===== src/rtl/shr_pkg.sv =====
// Shared types and default sizing for the shift-register readback block.
package shr_pkg;

  typedef enum logic [2:0] {
    S_IDLE  = 3'd0,
    S_SYNC  = 3'd1,
    S_SHIFT = 3'd2,
    S_DONE  = 3'd3
  } shr_state_t;

  localparam int N_BITS_DEF = 491;
  localparam int HALF_DEF   = 4;

endpackage


===== src/rtl/shr_sync2.sv =====
// Two-flop synchronizer for the chain's serial data, which is asynchronous to clk_in.
module shr_sync2 (
  input  logic clk_in,
  input  logic rst_n,
  input  logic d,
  output logic q
);

  logic meta;

  always_ff @(posedge clk_in or negedge rst_n) begin
    if (!rst_n) begin
      meta <= 1'b0;
      q    <= 1'b0;
    end else begin
      meta <= d;
      q    <= meta;
    end
  end

endmodule


===== src/rtl/shr_dout_capture.sv =====
// Shift-register chain readback: one sync pulse to latch the chain, then N_BITS
// shift clocks capturing dout MSB-first into data_reg.
//
// state   | meaning
// S_IDLE  | waiting for start, shr_clk low
// S_SYNC  | one shr_clk period with shr_syn high, latches the chain
// S_SHIFT | N_BITS shr_clk periods, dout sampled at end of each high phase
// S_DONE  | one-cycle done pulse, then back to idle
module shr_dout_capture
  import shr_pkg::*;
#(
  parameter int N_BITS = N_BITS_DEF,
  parameter int HALF   = HALF_DEF
) (
  input  logic                        clk_in,
  input  logic                        rst_n,
  input  logic                        start,
  input  logic                        abort,
  input  logic                        dout,
  output logic                        shr_clk,
  output logic                        shr_syn,
  output logic                        busy,
  output logic                        done,
  output logic [$clog2(N_BITS+1)-1:0] bit_cnt,
  output logic [N_BITS-1:0]           data_reg
);

  localparam int CW = $clog2(N_BITS + 1);
  localparam int DW = $clog2(2 * HALF);
  localparam logic [DW-1:0] DIV_LAST = DW'(2 * HALF - 1);
  localparam logic [DW-1:0] DIV_HALF = DW'(HALF);
  localparam logic [CW-1:0] CNT_LAST = CW'(N_BITS - 1);

  shr_state_t    state;
  logic [DW-1:0] div;
  logic [DW-1:0] div_inc;
  logic          dout_s;

  assign div_inc = div + DW'(1);

  shr_sync2 u_sync (
    .clk_in (clk_in),
    .rst_n  (rst_n),
    .d      (dout),
    .q      (dout_s)
  );

  always_ff @(posedge clk_in or negedge rst_n) begin
    if (!rst_n) begin
      state    <= S_IDLE;
      div      <= '0;
      shr_clk  <= 1'b0;
      shr_syn  <= 1'b0;
      busy     <= 1'b0;
      done     <= 1'b0;
      bit_cnt  <= '0;
      data_reg <= '0;
    end else if (abort) begin
      // partial capture is kept for debug; only the sequencing is dropped
      state   <= S_IDLE;
      div     <= '0;
      shr_clk <= 1'b0;
      shr_syn <= 1'b0;
      busy    <= 1'b0;
      done    <= 1'b0;
    end else begin
      case (state)
        S_IDLE: begin
          done <= 1'b0;
          if (start) begin
            state    <= S_SYNC;
            div      <= '0;
            shr_clk  <= 1'b0;
            shr_syn  <= 1'b1;
            busy     <= 1'b1;
            bit_cnt  <= '0;
            data_reg <= '0;
          end
        end
        S_SYNC: begin
          if (div == DIV_LAST) begin
            state   <= S_SHIFT;
            div     <= '0;
            shr_clk <= 1'b0;
            shr_syn <= 1'b0;
          end else begin
            div     <= div_inc;
            shr_clk <= (div_inc >= DIV_HALF);
          end
        end
        S_SHIFT: begin
          if (div == DIV_LAST) begin
            data_reg <= {data_reg[N_BITS-2:0], dout_s};
            bit_cnt  <= bit_cnt + CW'(1);
            div      <= '0;
            shr_clk  <= 1'b0;
            if (bit_cnt == CNT_LAST) begin
              state <= S_DONE;
              busy  <= 1'b0;
              done  <= 1'b1;
            end
          end else begin
            div     <= div_inc;
            shr_clk <= (div_inc >= DIV_HALF);
          end
        end
        S_DONE: begin
          state <= S_IDLE;
          done  <= 1'b0;
        end
        default: begin
          state   <= S_IDLE;
          shr_clk <= 1'b0;
          shr_syn <= 1'b0;
          busy    <= 1'b0;
          done    <= 1'b0;
        end
      endcase
    end
  end

endmodule


===== config.mk =====
export PLATFORM = sky130hd
export DESIGN_NAME = shr_dout_capture
export DESIGN_NICKNAME = d
export VERILOG_FILES = /design/src/rtl/shr_pkg.sv /design/src/rtl/shr_sync2.sv /design/src/rtl/shr_dout_capture.sv
export SDC_FILE = /design/constraint.sdc
export NUM_CORES = 1
export LEC_CHECK = 0
export BUFFER_PORTS_ARGS = -buffer_cell sky130_fd_sc_hd__buf_2
export CORE_AREA = 3 3 252 254
export CTS_CLUSTER_DIAMETER = 120
export CTS_CLUSTER_SIZE = 8
export DETAILED_ROUTE_END_ITERATION = 8
export DIE_AREA = 0 0 255 257
export MAX_ROUTING_LAYER = met4
export SYNTH_ARGS = -nofsm -noshare
export SYNTH_HDL_FRONTEND = slang
export SYNTH_SLANG_ARGS = --single-unit

===== constraint.sdc =====
create_clock -name clk_in -period 8 [get_ports clk_in]
set_clock_uncertainty 0.1 [all_clocks]
set_input_delay 0.8 -clock clk_in [delete_from_list [all_inputs] [get_ports clk_in]]
set_output_delay 0.8 -clock clk_in [all_outputs]
set_load 0.01 [all_outputs]

# Word level (Yosys, flattened, before mapping)
# Index checks and enable logic that the tools add are counted.
totals:
  ff_bits: 512
  elab_cells: 74
op_classes:
  order_cmp: 1
  muxes: 32
  n_eq_ne: 15
  n_bitwise: 1
  addsub: 2
  reduce_logical: 13
op_table:
  columns: ["op", "n"]
  rows:
  - ["$mux W491", 2]
  - ["$pmux W491 S2", 1]
  - ["$mux W3", 8]
  - ["$mux W9", 2]
  - ["$pmux W9 S2", 1]
  - ["$mux W1", 12]
  - ["$ne A3 B3 Y1 const B", 4]
  - ["$reduce_and A4 Y1", 3]
  - ["$add A9 B1 Y9 const B", 1]
  - ["$eq A9 B9 Y1 const B", 1]
  - ["$pmux W1 S3", 3]
  - ["$pmux W3 S3", 1]
  - ["$ne A2 B2 Y1 const B", 4]
  - ["$eq A3 B2 Y1 const B", 2]
  - ["$pmux W3 S2", 1]
  - ["$reduce_and A3 Y1", 2]
  - ["$reduce_or A2 Y1", 3]
  - ["$ne A2 B1 Y1 const B", 2]
  - ["$reduce_and A2 Y1", 2]
  - ["$add A3 B1 Y3 const B", 1]
  - ["$eq A3 B1 Y1 const B", 1]
  - ["$eq A3 B3 Y1 const B", 1]
  - ["$ge A3 B3 Y1 const B", 1]
  - ["$logic_not A3 Y1", 1]
  - ["4 further kinds", 4]

# Longest topological paths before layout
# Gate-level depths: netlist of the first run.
logic_depth:
  depth_word: 5
  ltp_mapped: 13

# Modules after synthesis
# A second synthesis of the first run with hierarchy kept.
unflattened:
  hier_cells: 2243
  hier_area_um2: 20224.4
modules_own_cells:
  columns: ["module", "n_inst", "area_per_inst_um2", "cells_per_inst", "seq_area_each_um2"]
  rows:
  - ["shr_dout_capture", 1, 20174.3, 2241, 12737.2]
  - ["shr_sync2", 1, 50.0, 2, 50.0]

# Worst setup path before layout of the first run
# No wires, ideal clock.
synth_timing:
  path_type: "input to register"
  start: "in abort"
  end: "reg bit_cnt[7]"
  required_time_ns: 7.822
  path_slack_ns: 5.364
  arrival_time_ns: 2.458
  setup_ns: 0.078
  path_stages: 8
  path_buffers: 4
  cell_sequence: "buf_2 -> o21bai_1 -> or3_1 -> clkbuf_1 -> buf_6 -> buf_6 -> or4_1 -> a21oi_1"
synth_via:
  elab_chain_cells: 2
synth_rtl:
  columns: ["element", "line", "source"]
  rows:
  - ["start, declared", "shr_dout_capture.sv:18", "input logic abort,"]
  - ["$not A1 Y1 (no line)", null, null]
  - ["$reduce_and A4 Y1 (no line)", null, null]
  - ["end signal, assigned", "shr_dout_capture.sv:94", "bit_cnt <= bit_cnt + CW'(1);"]
  - ["end, declared", "shr_dout_capture.sv:24", "output logic [$clog2(N_BITS+1)-1:0] bit_cnt,"]
# No other way between the ends.
# A chain may end at the register's enable or synchronous reset.

# Worst setup path in the final report of the first run
layout_timing:
  start: "reg state[0]"
  end: "reg data_reg[201]"
layout_via:
  elab_chain_cells: 3
  elab_cells_between_ends: 7
  classes_between: "3 x eq/ne; 1 x mux; 3 x reduce/logical"
layout_rtl:
  columns: ["element", "line", "source"]
  rows:
  - ["start, declared", "shr_dout_capture.sv:34", "shr_state_t state;"]
  - ["start signal, assigned", "shr_dout_capture.sv:50", "state <= S_IDLE;"]
  - ["start signal, assigned", "shr_dout_capture.sv:60", "state <= S_IDLE;"]
  - ["start signal, assigned", "shr_dout_capture.sv:71", "state <= S_SYNC;"]
  - ["$eq A3 B2 Y1 / $logic_not A3 Y1 (equally long branches)", "shr_dout_capture.sv:67", "case (state)"]
  - ["$ne A2 B2 Y1 (no line) / $reduce_bool A2 Y1 (equally long branches)", null, null]
  - ["$reduce_and A4 Y1 (no line)", null, null]
  - ["end signal, assigned", "shr_dout_capture.sv:93", "data_reg <= {data_reg[N_BITS-2:0], dout_s};"]
  - ["end, declared", "shr_dout_capture.sv:25", "output logic [N_BITS-1:0] data_reg"]
# Parallel ways exist; a longest one is shown, timed or not.

==> impl_metrics.prom, run 1 <==
# TYPE chip_impl_metric gauge
chip_impl_metric{name="synth-edff-count",unit=""} 0
chip_impl_metric{name="gr-total-overflow",unit=""} 0
chip_impl_metric{name="cts.sink_count",unit=""} 511
chip_impl_metric{name="synth-async-reset-ratio",unit="%"} 100.0
chip_impl_info{name="synth_cell_count_leaders",value="nand2_1 (993), dfrtp_1 (511), o21ai_0 (498)"} 1
chip_impl_metric{name="ff2ff_setup_slack",unit="ns"} 3.88
chip_impl_metric{name="floorplan.core_area",unit="um^2"} 61480
chip_impl_metric{name="synth_top_area_share",unit="%"} 63.28
chip_impl_info{name="ordered_cell_list_for_the_critical_path",value="inv_1 -> ha_4 -> nor2b_1 -> or3_4 -> buf_4 -> buf_12 -> o21ai_0"} 1
chip_impl_info{name="main_area_contributors_after_synthesis",value="dfrtp_1 (63%), nand2_1 (18%), o21ai_0 (12%)"} 1
chip_impl_metric{name="num_vias",unit=""} 16240
chip_impl_info{name="timing.critical_path.slowest_stage_cell",value="or3_4"} 1
chip_impl_metric{name="cts.repair_timing.setup_buffer_count",unit=""} 0
chip_impl_metric{name="viasPerCell",unit=""} 4.676
chip_impl_metric{name="timing.slew.headroom",unit="%"} 25.07
chip_impl_metric{name="wl",unit="mm"} 55.04
chip_impl_metric{name="n_antenna_cell",unit=""} 0
chip_impl_metric{name="final-hold-violation-count",unit=""} 0
chip_impl_metric{name="detail_route.drc_violations",unit=""} 0
chip_impl_metric{name="ys_seq_area_share",unit="%"} 63.28
chip_impl_metric{name="synth_cell_types",unit=""} 35
chip_impl_metric{name="final_util",unit="%"} 41.02
chip_impl_metric{name="port-buffer-count",unit=""} 508
chip_impl_info{name="hold_path.class",value="in2async"} 1
chip_impl_metric{name="cts-htree-levels",unit=""} 3
chip_impl_metric{name="final.period_utilization",unit="%"} 51.52
chip_impl_metric{name="antenna_found_initial",unit=""} 0
chip_impl_metric{name="wl_met3",unit="mm"} 4.372
chip_impl_metric{name="io_pins",unit=""} 509
chip_impl_metric{name="number_of_buffers_created_by_cts",unit=""} 73
chip_impl_metric{name="worst_ep_arrival_time",unit="ns"} 4.44
chip_impl_info{name="worst_r2r_endpoint",value="data_reg[201]$_DFFE_PN0P_"} 1
chip_impl_metric{name="detailed_place_hpwl",unit="mm"} 36.99
chip_impl_metric{name="netlist_area",unit="um^2"} 20210
chip_impl_metric{name="design.final.nets",unit=""} 2690
chip_impl_metric{name="clock_insertion_delay_worst_skew",unit="ns"} 0.60
chip_impl_metric{name="initial_core_utilization",unit="%"} 32.87
chip_impl_metric{name="max_freq",unit="MHz"} 242.6
chip_impl_metric{name="average_routed_wire_per_standard_cell",unit="um"} 15.85
chip_impl_metric{name="synth_seq_cells",unit=""} 511
chip_impl_metric{name="required",unit="ns"} 8.32
chip_impl_metric{name="antenna_left",unit=""} 0
chip_impl_metric{name="std_cell_rows",unit=""} 91
chip_impl_metric{name="pwr_density_cell",unit="nW/um^2"} 250.7
chip_impl_metric{name="grt_pass1_vias",unit=""} 15530
chip_impl_info{name="tritoncts_clock_tree",value="done"} 1
chip_impl_metric{name="grt_max_degree",unit=""} 298
chip_impl_metric{name="drt-met1-wl",unit="mm"} 23.13
chip_impl_metric{name="largest_reg_flops",unit=""} 491
chip_impl_metric{name="first_pass_grt_wire_length",unit="mm"} 86.89
chip_impl_metric{name="finalSetupTns",unit="ns"} 0
chip_impl_metric{name="path_max_fanout",unit=""} 297
chip_impl_metric{name="post_cts.resized_instances",unit=""} 0
chip_impl_metric{name="instances_no_fill",unit=""} 3473
chip_impl_info{name="run_status",value="completed"} 1
chip_impl_metric{name="cts_hold_buffers",unit=""} 0
chip_impl_metric{name="dieArea",unit="um^2"} 65540
chip_impl_metric{name="ir_worst_vdd",unit="mV"} 0.2597
chip_impl_metric{name="yosysWarnings",unit=""} 0
chip_impl_metric{name="finalSetupViolations",unit=""} 0
chip_impl_metric{name="tightestPinTransition",unit="ns"} 1.124
chip_impl_metric{name="clock_slew_at_the_register_clock_pins_of_the_worst_setup_and_hold_paths",unit="ns"} 0.05
chip_impl_metric{name="post_route_cells_drive_above_1_share",unit="%"} 22.74
chip_impl_metric{name="die-height",unit="um"} 257
chip_impl_metric{name="clockBufferDepth",unit=""} 3
chip_impl_info{name="dr.max_layer_used",value="met4"} 1
chip_impl_metric{name="dr.first_iter.drc_count",unit=""} 1144
chip_impl_metric{name="nFillCells",unit=""} 6075
chip_impl_metric{name="synth_nets",unit=""} 2261
chip_impl_metric{name="drtPass1Iterations",unit=""} 5
chip_impl_info{name="synth_area_leader_cell",value="dfrtp_1"} 1
chip_impl_metric{name="p_leak",unit="uW"} 0.01226
chip_impl_metric{name="die_width",unit="um"} 255
chip_impl_info{name="synth_top_flop_cell",value="dfrtp_1"} 1
chip_impl_info{name="r2r_start",value="state[0]$_DFFE_PN0P_"} 1
chip_impl_info{name="startpoint_type",value="flop"} 1
chip_impl_metric{name="crit_path_max_incr_delay",unit="ns"} 0.76
chip_impl_metric{name="dpl.cell_count",unit=""} 3392
chip_impl_info{name="critical_path.endpoint_type",value="flop"} 1
chip_impl_info{name="clock-root-buffer",value="clkbuf_16"} 1
chip_impl_metric{name="synthToLayoutAreaGrowth",unit="%"} 24.80
chip_impl_metric{name="fin_crit_period",unit="ns"} 4.122
chip_impl_info{name="worstSetupPathType",value="reg2reg"} 1
chip_impl_info{name="rsz0062_at_grt",value="no"} 1
chip_impl_info{name="worstSetupStartpoint",value="state[0]$_DFFE_PN0P_"} 1
chip_impl_metric{name="timing.final.max_slew_violations",unit=""} 0
chip_impl_metric{name="route.met2.wl",unit="mm"} 25.65
chip_impl_info{name="critical_path.endpoint",value="data_reg[201]$_DFFE_PN0P_"} 1
chip_impl_metric{name="routabilityCongestion",unit=""} 0.8020
chip_impl_info{name="yosys.cell_count.top_type",value="nand2_1"} 1
chip_impl_metric{name="grt_usage",unit="%"} 16.90
chip_impl_metric{name="worstRegToRegCells",unit=""} 7
chip_impl_metric{name="postSynthCellCount",unit=""} 2248
chip_impl_metric{name="timing.max_cap.violations",unit=""} 0
chip_impl_metric{name="avg_inst_size_synth",unit="um^2"} 8.989
## kinds of logic (layout without fill, tap and decap cells)
group / count (synthesis) / in the layout / synth area share (%)
buf+inv: 175 / 610 / 3.430
simple gates: 1032 / 1032 / 19.62
flops: 511 / 511 / 63.28
fa+ha+maj: 8 / 8 / 0.4954
xor+xnor: 3 / 3 / 0.1301
compound gates: 519 / 519 / 13.05
## power by group
part / switching [uW] / internal, uW
registers: 18.4 / 2610
logic: 850 / 118
clock network: 1100 / 1630
total: 1970 / 4350
## worst max-delay path: cells and delay by family (launching register included)
family          cells  cell delay (ns)
fa+ha+maj           1             0.45
buf+inv             3             1.33
simple gates        2             1.08
flops               1             0.41
compound gates      1             0.25
## layer usage
| metal | GRT usage [%] | vias to the layer above |
|---|---|---|
| li1 | - | 8067 |
| met1 | 20.42 | 7601 |
| met2 | 26.27 | 467 |
| met3 | 5.195 | 106 |
| met4 | 7.016 | 0 |
| met5 | - | - |
## cell type report
class	count	area (um^2)	area share [%]
tap	790	988.4	3.920
sequential	511	12790	50.71
timing repair buffer	524	2723	10.80
inverter	5	18.77	0.07442
clock buffer	74	1831	7.259
multi-input combinational	1562	6744	26.74
clock inverter	7	126.4	0.5011
## cells in the final DEF, fill, tap and decap left out, drive strengths merged
cell	n
ha	8
o211ai	1
and4	2
inv	10
nor4b	1
nor2	10
clkbuf	74
nand2	993
buf	524
or3	4
o21bai	1
nor4	3
or4	3
o31ai	3
a21oi	9
xnor2	3
nand2b	2
o31a	1
nor3	3
clkinv	2
nor2b	3
o21ai	498
a31oi	1
o41ai	1
a32oi	2
nand3b	1
nand3	3
or2	1
nand4b	1
dfrtp	511
or3b	1
o221a	1
and3	1
o2bb2ai	1
## through the flow
stage / cell area [um^2] / worst slack (ns) / total power (uW) / hold slack, ns
after global routing: 25220 / 3.447 / 6659 / 0.1758
final: 25220 / 3.878 / 6321 / 0.1868
after CTS: 25220 / 3.905 / 6432 / 0.1606
after detailed placement: 23260 / 3.912 / 3643 / 0.2475
after global placement: 23260 / 4.070 / 3613 / 0.2448
after floorplan: 20210 / 5.364 / 3469 / 0.2312
## how the worst min path moves through the flow
stage                                end                   from  slack (ns)  cells past startpoint
2_1_floorplan         u_sync.q$_DFF_PN0_  u_sync.meta$_DFF_PN0_        0.23                      0
3_3_place_gp          u_sync.q$_DFF_PN0_  u_sync.meta$_DFF_PN0_        0.24                      0
3_5_place_dp          u_sync.q$_DFF_PN0_  u_sync.meta$_DFF_PN0_        0.25                      0
4_1_cts            u_sync.meta$_DFF_PN0_                   dout        0.16                      1
5_1_grt        data_reg[399]$_DFFE_PN0P_                  rst_n        0.18                      1
6_report       data_reg[375]$_DFFE_PN0P_                  rst_n        0.19                      1
(Power assumes the default switching activity.)
==> inputs of run 2 (changes only) <==
Clock period 8 ns to 4.3 ns, I/O delays scaled along.
==> run 2 against run 1 <==
Setup slack worse by 2.6 ns. Flip-flop and latch count did not move. Utilization rose by 0.33 points. Worst hold slack worse by 0.12 ns. Non-clock buffer count up 16. Fmax is 37% higher. Largest cell class unchanged.
==> impl_metrics.prom, run 2 (synthesized netlist as in run 1, its figures left out) <==
# TYPE chip_impl_metric gauge
chip_impl_info{name="run_status",value="completed"} 1
chip_impl_metric{name="wl",unit="mm"} 55.67
chip_impl_metric{name="clockBufferDepth",unit=""} 3
chip_impl_metric{name="die_width",unit="um"} 255
chip_impl_metric{name="groute.layer.met2.usage",unit="%"} 27.29
chip_impl_metric{name="post_cts.resized_instances",unit=""} 0
chip_impl_metric{name="final.period_utilization",unit="%"} 69.95
chip_impl_metric{name="timing.max_cap.violations",unit=""} 0
chip_impl_metric{name="use_met1",unit="%"} 20.64
chip_impl_metric{name="drtPass1Iterations",unit=""} 5
chip_impl_info{name="final_cell_mix",value="nand2_1 (993), dfrtp_1 (511), buf_2 (507)"} 1
chip_impl_info{name="timing.critical_path.slowest_stage_cell",value="or3_4"} 1
chip_impl_metric{name="number_of_buffers_created_by_cts",unit=""} 73
chip_impl_metric{name="worstRegToRegCells",unit=""} 6
chip_impl_metric{name="dpl.cell_count",unit=""} 3406
chip_impl_metric{name="average_routed_wire_per_standard_cell",unit="um"} 15.96
chip_impl_metric{name="hold_slack",unit="ns"} 0.06620
chip_impl_info{name="hold_path_end",value="state[1]$_DFFE_PN0P_"} 1
chip_impl_metric{name="design.final.nets",unit=""} 2706
chip_impl_metric{name="worst_ep_arrival_time",unit="ns"} 3.34
chip_impl_metric{name="pwr_density_cell",unit="nW/um^2"} 467.7
chip_impl_metric{name="largest_reg_flops",unit=""} 491
chip_impl_metric{name="timing.slew.headroom",unit="%"} 18.45
chip_impl_metric{name="cts.sink_count",unit=""} 511
chip_impl_metric{name="ir_worst_vdd",unit="mV"} 0.3586
chip_impl_metric{name="cts.repair_timing.setup_buffer_count",unit=""} 0
chip_impl_metric{name="tightestPinTransition",unit="ns"} 1.223
chip_impl_metric{name="detail_route.drc_violations",unit=""} 0
chip_impl_info{name="grt.busiest_layer",value="met2"} 1
chip_impl_info{name="ordered_cell_list_for_the_critical_path",value="inv_1 -> ha_1 -> o21bai_1 -> or3_4 -> buf_12 -> o21ai_0"} 1
chip_impl_metric{name="grt_usage",unit="%"} 17.18
chip_impl_metric{name="nFillCells",unit=""} 6059
chip_impl_info{name="clock-root-buffer",value="clkbuf_16"} 1
chip_impl_metric{name="viasPerCell",unit=""} 4.692
chip_impl_info{name="tritoncts_clock_tree",value="done"} 1
chip_impl_metric{name="cts-htree-levels",unit=""} 3
chip_impl_metric{name="routabilityCongestion",unit=""} 0.8192
chip_impl_metric{name="crit_path_max_incr_delay",unit="ns"} 0.79
chip_impl_metric{name="port-buffer-count",unit=""} 508
chip_impl_metric{name="gr-total-overflow",unit=""} 0
chip_impl_info{name="critical_path.endpoint_type",value="flop"} 1
chip_impl_info{name="rsz0062_at_grt",value="no"} 1
chip_impl_info{name="worstSetupPathType",value="reg2reg"} 1
chip_impl_info{name="r2r_start",value="state[0]$_DFFE_PN0P_"} 1
chip_impl_metric{name="n_antenna_cell",unit=""} 0
chip_impl_metric{name="io_pins",unit=""} 509
chip_impl_info{name="worst_r2r_endpoint",value="data_reg[217]$_DFFE_PN0P_"} 1
chip_impl_metric{name="num_vias",unit=""} 16370
chip_impl_metric{name="dieArea",unit="um^2"} 65540
chip_impl_metric{name="antenna_found_initial",unit=""} 0
chip_impl_metric{name="required",unit="ns"} 4.64
chip_impl_info{name="hold_crit_start",value="abort"} 1
chip_impl_info{name="hold_path.class",value="in2reg"} 1
chip_impl_metric{name="die-height",unit="um"} 257
chip_impl_metric{name="instances_no_fill",unit=""} 3488
chip_impl_metric{name="first_pass_grt_wire_length",unit="mm"} 88.53
chip_impl_metric{name="floorplan.core_area",unit="um^2"} 61480
chip_impl_metric{name="post_route_cells_drive_above_1_share",unit="%"} 23.09
chip_impl_metric{name="clock_insertion_delay_worst_skew",unit="ns"} 0.58
chip_impl_metric{name="finalSetupViolations",unit=""} 0
chip_impl_metric{name="path_max_fanout",unit=""} 143
chip_impl_metric{name="max_freq",unit="MHz"} 332.5
chip_impl_metric{name="grt_max_degree",unit=""} 234
chip_impl_metric{name="detailed_place_hpwl",unit="mm"} 37.87
chip_impl_metric{name="grt_pass1_vias",unit=""} 15870
chip_impl_metric{name="std_cell_rows",unit=""} 91
chip_impl_metric{name="timing.final.max_slew_violations",unit=""} 0
chip_impl_metric{name="initial_core_utilization",unit="%"} 32.87
chip_impl_metric{name="dr.first_iter.drc_count",unit=""} 1171
chip_impl_metric{name="fin_crit_period",unit="ns"} 3.008
chip_impl_metric{name="clock_slew_at_the_register_clock_pins_of_the_worst_setup_and_hold_paths",unit="ns"} 0.05
chip_impl_metric{name="final-hold-violation-count",unit=""} 0
chip_impl_metric{name="synthToLayoutAreaGrowth",unit="%"} 25.80
chip_impl_metric{name="hold-path-cell-count",unit=""} 2
chip_impl_info{name="startpoint_type",value="flop"} 1
chip_impl_info{name="mostFrequentLayoutCell",value="nand2_1"} 1
chip_impl_metric{name="antenna_left",unit=""} 0
chip_impl_metric{name="finalSetupTns",unit="ns"} 0
chip_impl_metric{name="ff2ff_setup_slack",unit="ns"} 1.29
chip_impl_metric{name="p_leak",unit="uW"} 0.01236
chip_impl_metric{name="grt_use_met3",unit="%"} 4.841
run 2: cell count changes in the layout (fill, tap and decap cells not counted), sizes merged:
cell,previous run,this run
clkbuf,74,76
buf,524,538
dlygate4sd3,0,2
inv,10,5
clkinv,2,4
run 2: timing repair:
| action | CTS | global route |
|---|---|---|
| endpoints found under the setup margin | 0 | 0 |
| hold buffers | 2 | 0 |
| endpoints found under the hold margin | 103 | 0 |
run 2: routing by layer:
metal / vias to the layer above / share of wire [%]
met5: - / 0
met4: 0 / 3.4
met3: 103 / 7.5
met2: 505 / 47
met1: 7665 / 42
li1: 8092 / -
run 2: worst max-delay path by stage:
stage                                end                  from  slack [ns]  depth (start not counted)
2_1_floorplan     bit_cnt[7]$_DFFE_PN0P_  state[0]$_DFFE_PN0P_        1.79                         11
3_3_place_gp      bit_cnt[8]$_DFFE_PN0P_  state[0]$_DFFE_PN0P_        1.40                          7
3_5_place_dp   data_reg[194]$_DFFE_PN0P_  state[0]$_DFFE_PN0P_        1.30                          6
4_1_cts        data_reg[428]$_DFFE_PN0P_  state[0]$_DFFE_PN0P_        1.30                          6
5_1_grt        data_reg[183]$_DFFE_PN0P_  state[1]$_DFFE_PN0P_        1.02                          6
6_report       data_reg[217]$_DFFE_PN0P_  state[0]$_DFFE_PN0P_        1.29                          6
run 2: power breakdown:
part	leakage (uW)	internal (uW)	switching, uW
Clock	0.000958	3070	2000
Combinational	0.00427	317	1630
Sequential	0.00713	4850	29.8
Total	0.0124	8240	3650
run 2: final cells by class:
type / instances / area [um^2] / share of cell area, %
Clock buffer: 76 / 1881 / 7.398
Clock inverter: 4 / 78.83 / 0.3101
Inverter: 5 / 18.77 / 0.07383
Multi-Input combinational cell: 1562 / 6744 / 26.53
Sequential cell: 511 / 12790 / 50.30
Tap cell: 790 / 988.4 / 3.888
Timing Repair Buffer: 540 / 2923 / 11.50
run 2: through the flow:
stage | instance area [um^2] | utilization, % | setup slack [ns] | power (uW)
after floorplan | 20210 | - | 1.789 | 6454
final | 25420 | 41.35 | 1.292 | 11890
after global placement | 23440 | 38.13 | 1.401 | 6859
after detailed placement | 23440 | 38.13 | 1.304 | 6905
after CTS | 25420 | 41.35 | 1.296 | 12060
after global routing | 25420 | 41.35 | 1.022 | 12510
run 2: worst max-delay path, delay by kind of cell, from the launching register on:
family                     cells  cell delay, ns
AOI/OAI and AO/OA              2            0.56
DFF                            1            0.39
and+or+nand+nor                1            0.79
buffers and inverters          2            0.56
adders and majority gates      1            0.31
==> inputs of run 3 (changes only) <==
Clock period 4.3 ns to 2.62 ns, I/O delays scaled along.
==> run 3 against run 2 <==
Utilization grew 0.64 points. Largest power group unchanged. Cell count grew 0.77%. Global-route usage grew 0.49 points. Critical endpoint is now data_reg[27]$_DFFE_PN0P_. Cell area grew 1.6%. Flip-flop and latch count is the same.
==> impl_metrics.prom, run 3 (synthesized netlist as in run 1, its figures left out) <==
# TYPE chip_impl_metric gauge
chip_impl_info{name="clock-root-buffer",value="clkbuf_16"} 1
chip_impl_metric{name="tightestPinTransition",unit="ns"} 1.082
chip_impl_info{name="final_cell_mix",value="nand2_1 (993), dfrtp_1 (511), buf_2 (507)"} 1
chip_impl_metric{name="port-buffer-count",unit=""} 508
chip_impl_metric{name="timing.final.max_slew_violations",unit=""} 0
chip_impl_info{name="hold_path.class",value="in2async"} 1
chip_impl_metric{name="number_of_buffers_created_by_cts",unit=""} 73
chip_impl_metric{name="post_route_cells_drive_above_1_share",unit="%"} 23.82
chip_impl_metric{name="antenna_found_initial",unit=""} 0
chip_impl_metric{name="worst_ep_arrival_time",unit="ns"} 2.77
chip_impl_info{name="tritoncts_clock_tree",value="done"} 1
chip_impl_metric{name="final-hold-violation-count",unit=""} 0
chip_impl_metric{name="dp_worst_setup_slack",unit="ns"} 0.1531
chip_impl_metric{name="path_max_fanout",unit=""} 63
chip_impl_metric{name="max_freq",unit="MHz"} 413.0
chip_impl_metric{name="die_width",unit="um"} 255
chip_impl_metric{name="ir_worst_vdd",unit="mV"} 0.4876
chip_impl_metric{name="first_pass_grt_wire_length",unit="mm"} 91.16
chip_impl_metric{name="dieArea",unit="um^2"} 65540
chip_impl_metric{name="routabilityCongestion",unit=""} 0.8294
chip_impl_metric{name="fin_crit_period",unit="ns"} 2.421
chip_impl_info{name="worstSetupPathType",value="reg2reg"} 1
chip_impl_metric{name="clock_slew_at_the_register_clock_pins_of_the_worst_setup_and_hold_paths",unit="ns"} 0.05
chip_impl_metric{name="final.setup.worst_slack",unit="ns"} 0.1988
chip_impl_metric{name="dr.first_iter.drc_count",unit=""} 1375
chip_impl_info{name="run_status",value="completed"} 1
chip_impl_metric{name="largest_reg_flops",unit=""} 491
chip_impl_metric{name="cp_num_cells",unit=""} 7
chip_impl_info{name="critical_path.endpoint_type",value="flop"} 1
chip_impl_metric{name="dpl.cell_count",unit=""} 3431
chip_impl_metric{name="cts.sink_count",unit=""} 511
chip_impl_metric{name="average_routed_wire_per_standard_cell",unit="um"} 16.18
chip_impl_info{name="mostFrequentLayoutCell",value="nand2_1"} 1
chip_impl_metric{name="instances_no_fill",unit=""} 3515
chip_impl_metric{name="cts-htree-levels",unit=""} 3
chip_impl_metric{name="viasPerCell",unit=""} 4.749
chip_impl_metric{name="design.final.nets",unit=""} 2733
chip_impl_metric{name="detailed_place_hpwl",unit="mm"} 39.78
chip_impl_metric{name="timing.slew.headroom",unit="%"} 27.87
chip_impl_metric{name="n_antenna_cell",unit=""} 0
chip_impl_metric{name="finalSetupTns",unit="ns"} 0
chip_impl_metric{name="synthToLayoutAreaGrowth",unit="%"} 27.75
chip_impl_info{name="rsz0062_at_grt",value="no"} 1
chip_impl_metric{name="detail_route.drc_violations",unit=""} 0
chip_impl_metric{name="drtPass1Iterations",unit=""} 5
chip_impl_metric{name="cts.repair_timing.setup_buffer_count",unit=""} 0
chip_impl_metric{name="timing.max_cap.violations",unit=""} 0
chip_impl_metric{name="grt_pass1_vias",unit=""} 16190
chip_impl_metric{name="final.period_utilization",unit="%"} 92.41
chip_impl_metric{name="gr-total-overflow",unit=""} 0
chip_impl_metric{name="antenna_left",unit=""} 0
chip_impl_info{name="largest_delay_contributor_family_on_the_critical_path",value="buffers and inverters"} 1
chip_impl_metric{name="clock_insertion_delay_worst_skew",unit="ns"} 0.58
chip_impl_metric{name="floorplan.core_area",unit="um^2"} 61480
chip_impl_metric{name="clockBufferDepth",unit=""} 3
chip_impl_metric{name="worstRegToRegCells",unit=""} 7
chip_impl_metric{name="grt_usage",unit="%"} 17.67
chip_impl_metric{name="p_leak",unit="uW"} 0.01256
chip_impl_info{name="path_common_cell",value="buf_12"} 1
chip_impl_metric{name="pwr_density_cell",unit="nW/um^2"} 770.7
chip_impl_metric{name="finalSetupViolations",unit=""} 0
chip_impl_metric{name="grt_max_degree",unit=""} 206
chip_impl_info{name="startpoint_type",value="flop"} 1
chip_impl_metric{name="std_cell_rows",unit=""} 91
chip_impl_info{name="ordered_cell_list_for_the_critical_path",value="inv_1 -> ha_1 -> nor2b_4 -> or3_4 -> buf_12 -> buf_12 -> o21ai_0"} 1
chip_impl_metric{name="required",unit="ns"} 2.97
chip_impl_info{name="timing.critical_path.slowest_stage_cell",value="dfrtp_1"} 1
chip_impl_metric{name="initial_core_utilization",unit="%"} 32.87
chip_impl_metric{name="die-height",unit="um"} 257
chip_impl_metric{name="wl",unit="mm"} 56.88
chip_impl_metric{name="cp_num_buf_inv",unit=""} 3
chip_impl_metric{name="io_pins",unit=""} 509
chip_impl_metric{name="crit_path_max_incr_delay",unit="ns"} 0.41
chip_impl_metric{name="num_vias",unit=""} 16690
==> run 3: cell type report <==
type	count	area, um^2
fill	6049	35670
tap	790	988.4
clock inverter	4	78.83
sequential	511	12790
multi-input combinational	1562	6748
timing repair buffer	567	3313
inverter	5	18.77
clock buffer	76	1881
==> run 3: through the flow <==
stage               total power (uW)  hold slack (ns)  utilization [%]  area [um^2]
finish                         19900           0.1804            41.99        25810
global route                   20900           0.2049            41.99        25810
CTS                            20150           0.1689            41.97        25800
detailed placement             11700           0.2117            38.72        23800
global placement               11630           0.2098            38.72        23800
floorplan                      10590          -0.1336                -        20210
==> run 3: what timing repair did <==
action | in CTS | in global routing
setup endpoints to repair | 0 | 43
gates resized for setup | 0 | 3
hold endpoints to repair | 115 | 0
hold buffers | 4 | 0
==> run 3: power breakdown <==
group          switching [uW]  total [uW]  internal, uW
Sequential               52.2        8010          7960
Clock                    3270        8310          5040
Combinational            2770        3580           813
==> run 3: worst paths after layout <==
path,start,end,slack [ns]
min,rst_n,data_reg[3]$_DFFE_PN0P_,0.18
max reg2reg,state[0]$_DFFE_PN0P_,data_reg[27]$_DFFE_PN0P_,0.20
max in group asynchronous,rst_n,data_reg[74]$_DFFE_PN0P_,1.26
max,state[0]$_DFFE_PN0P_,data_reg[27]$_DFFE_PN0P_,0.20
min in group clk_in,dout,u_sync.meta$_DFF_PN0_,0.23
min reg2reg,u_sync.meta$_DFF_PN0_,u_sync.q$_DFF_PN0_,0.25
==> run 3: worst register-to-register path, stage by stage (launching register included) <==
cell and delay (ns):
dfrtp_1 0.41, inv_1 0.13, ha_1 0.35, nor2b_4 0.30
or3_4 0.26, buf_12 0.23, buf_12 0.30, o21ai_0 0.19
==> run 3: metal layers <==
metal  track usage [%]  vias to the layer above  wire (um)
met3             4.538                      102       3929
met4             6.794                        0       1689
li1                  -                     8155          -
met2             28.08                      493      27640
met1             21.65                     7942      23620
met5                 -                        -          0
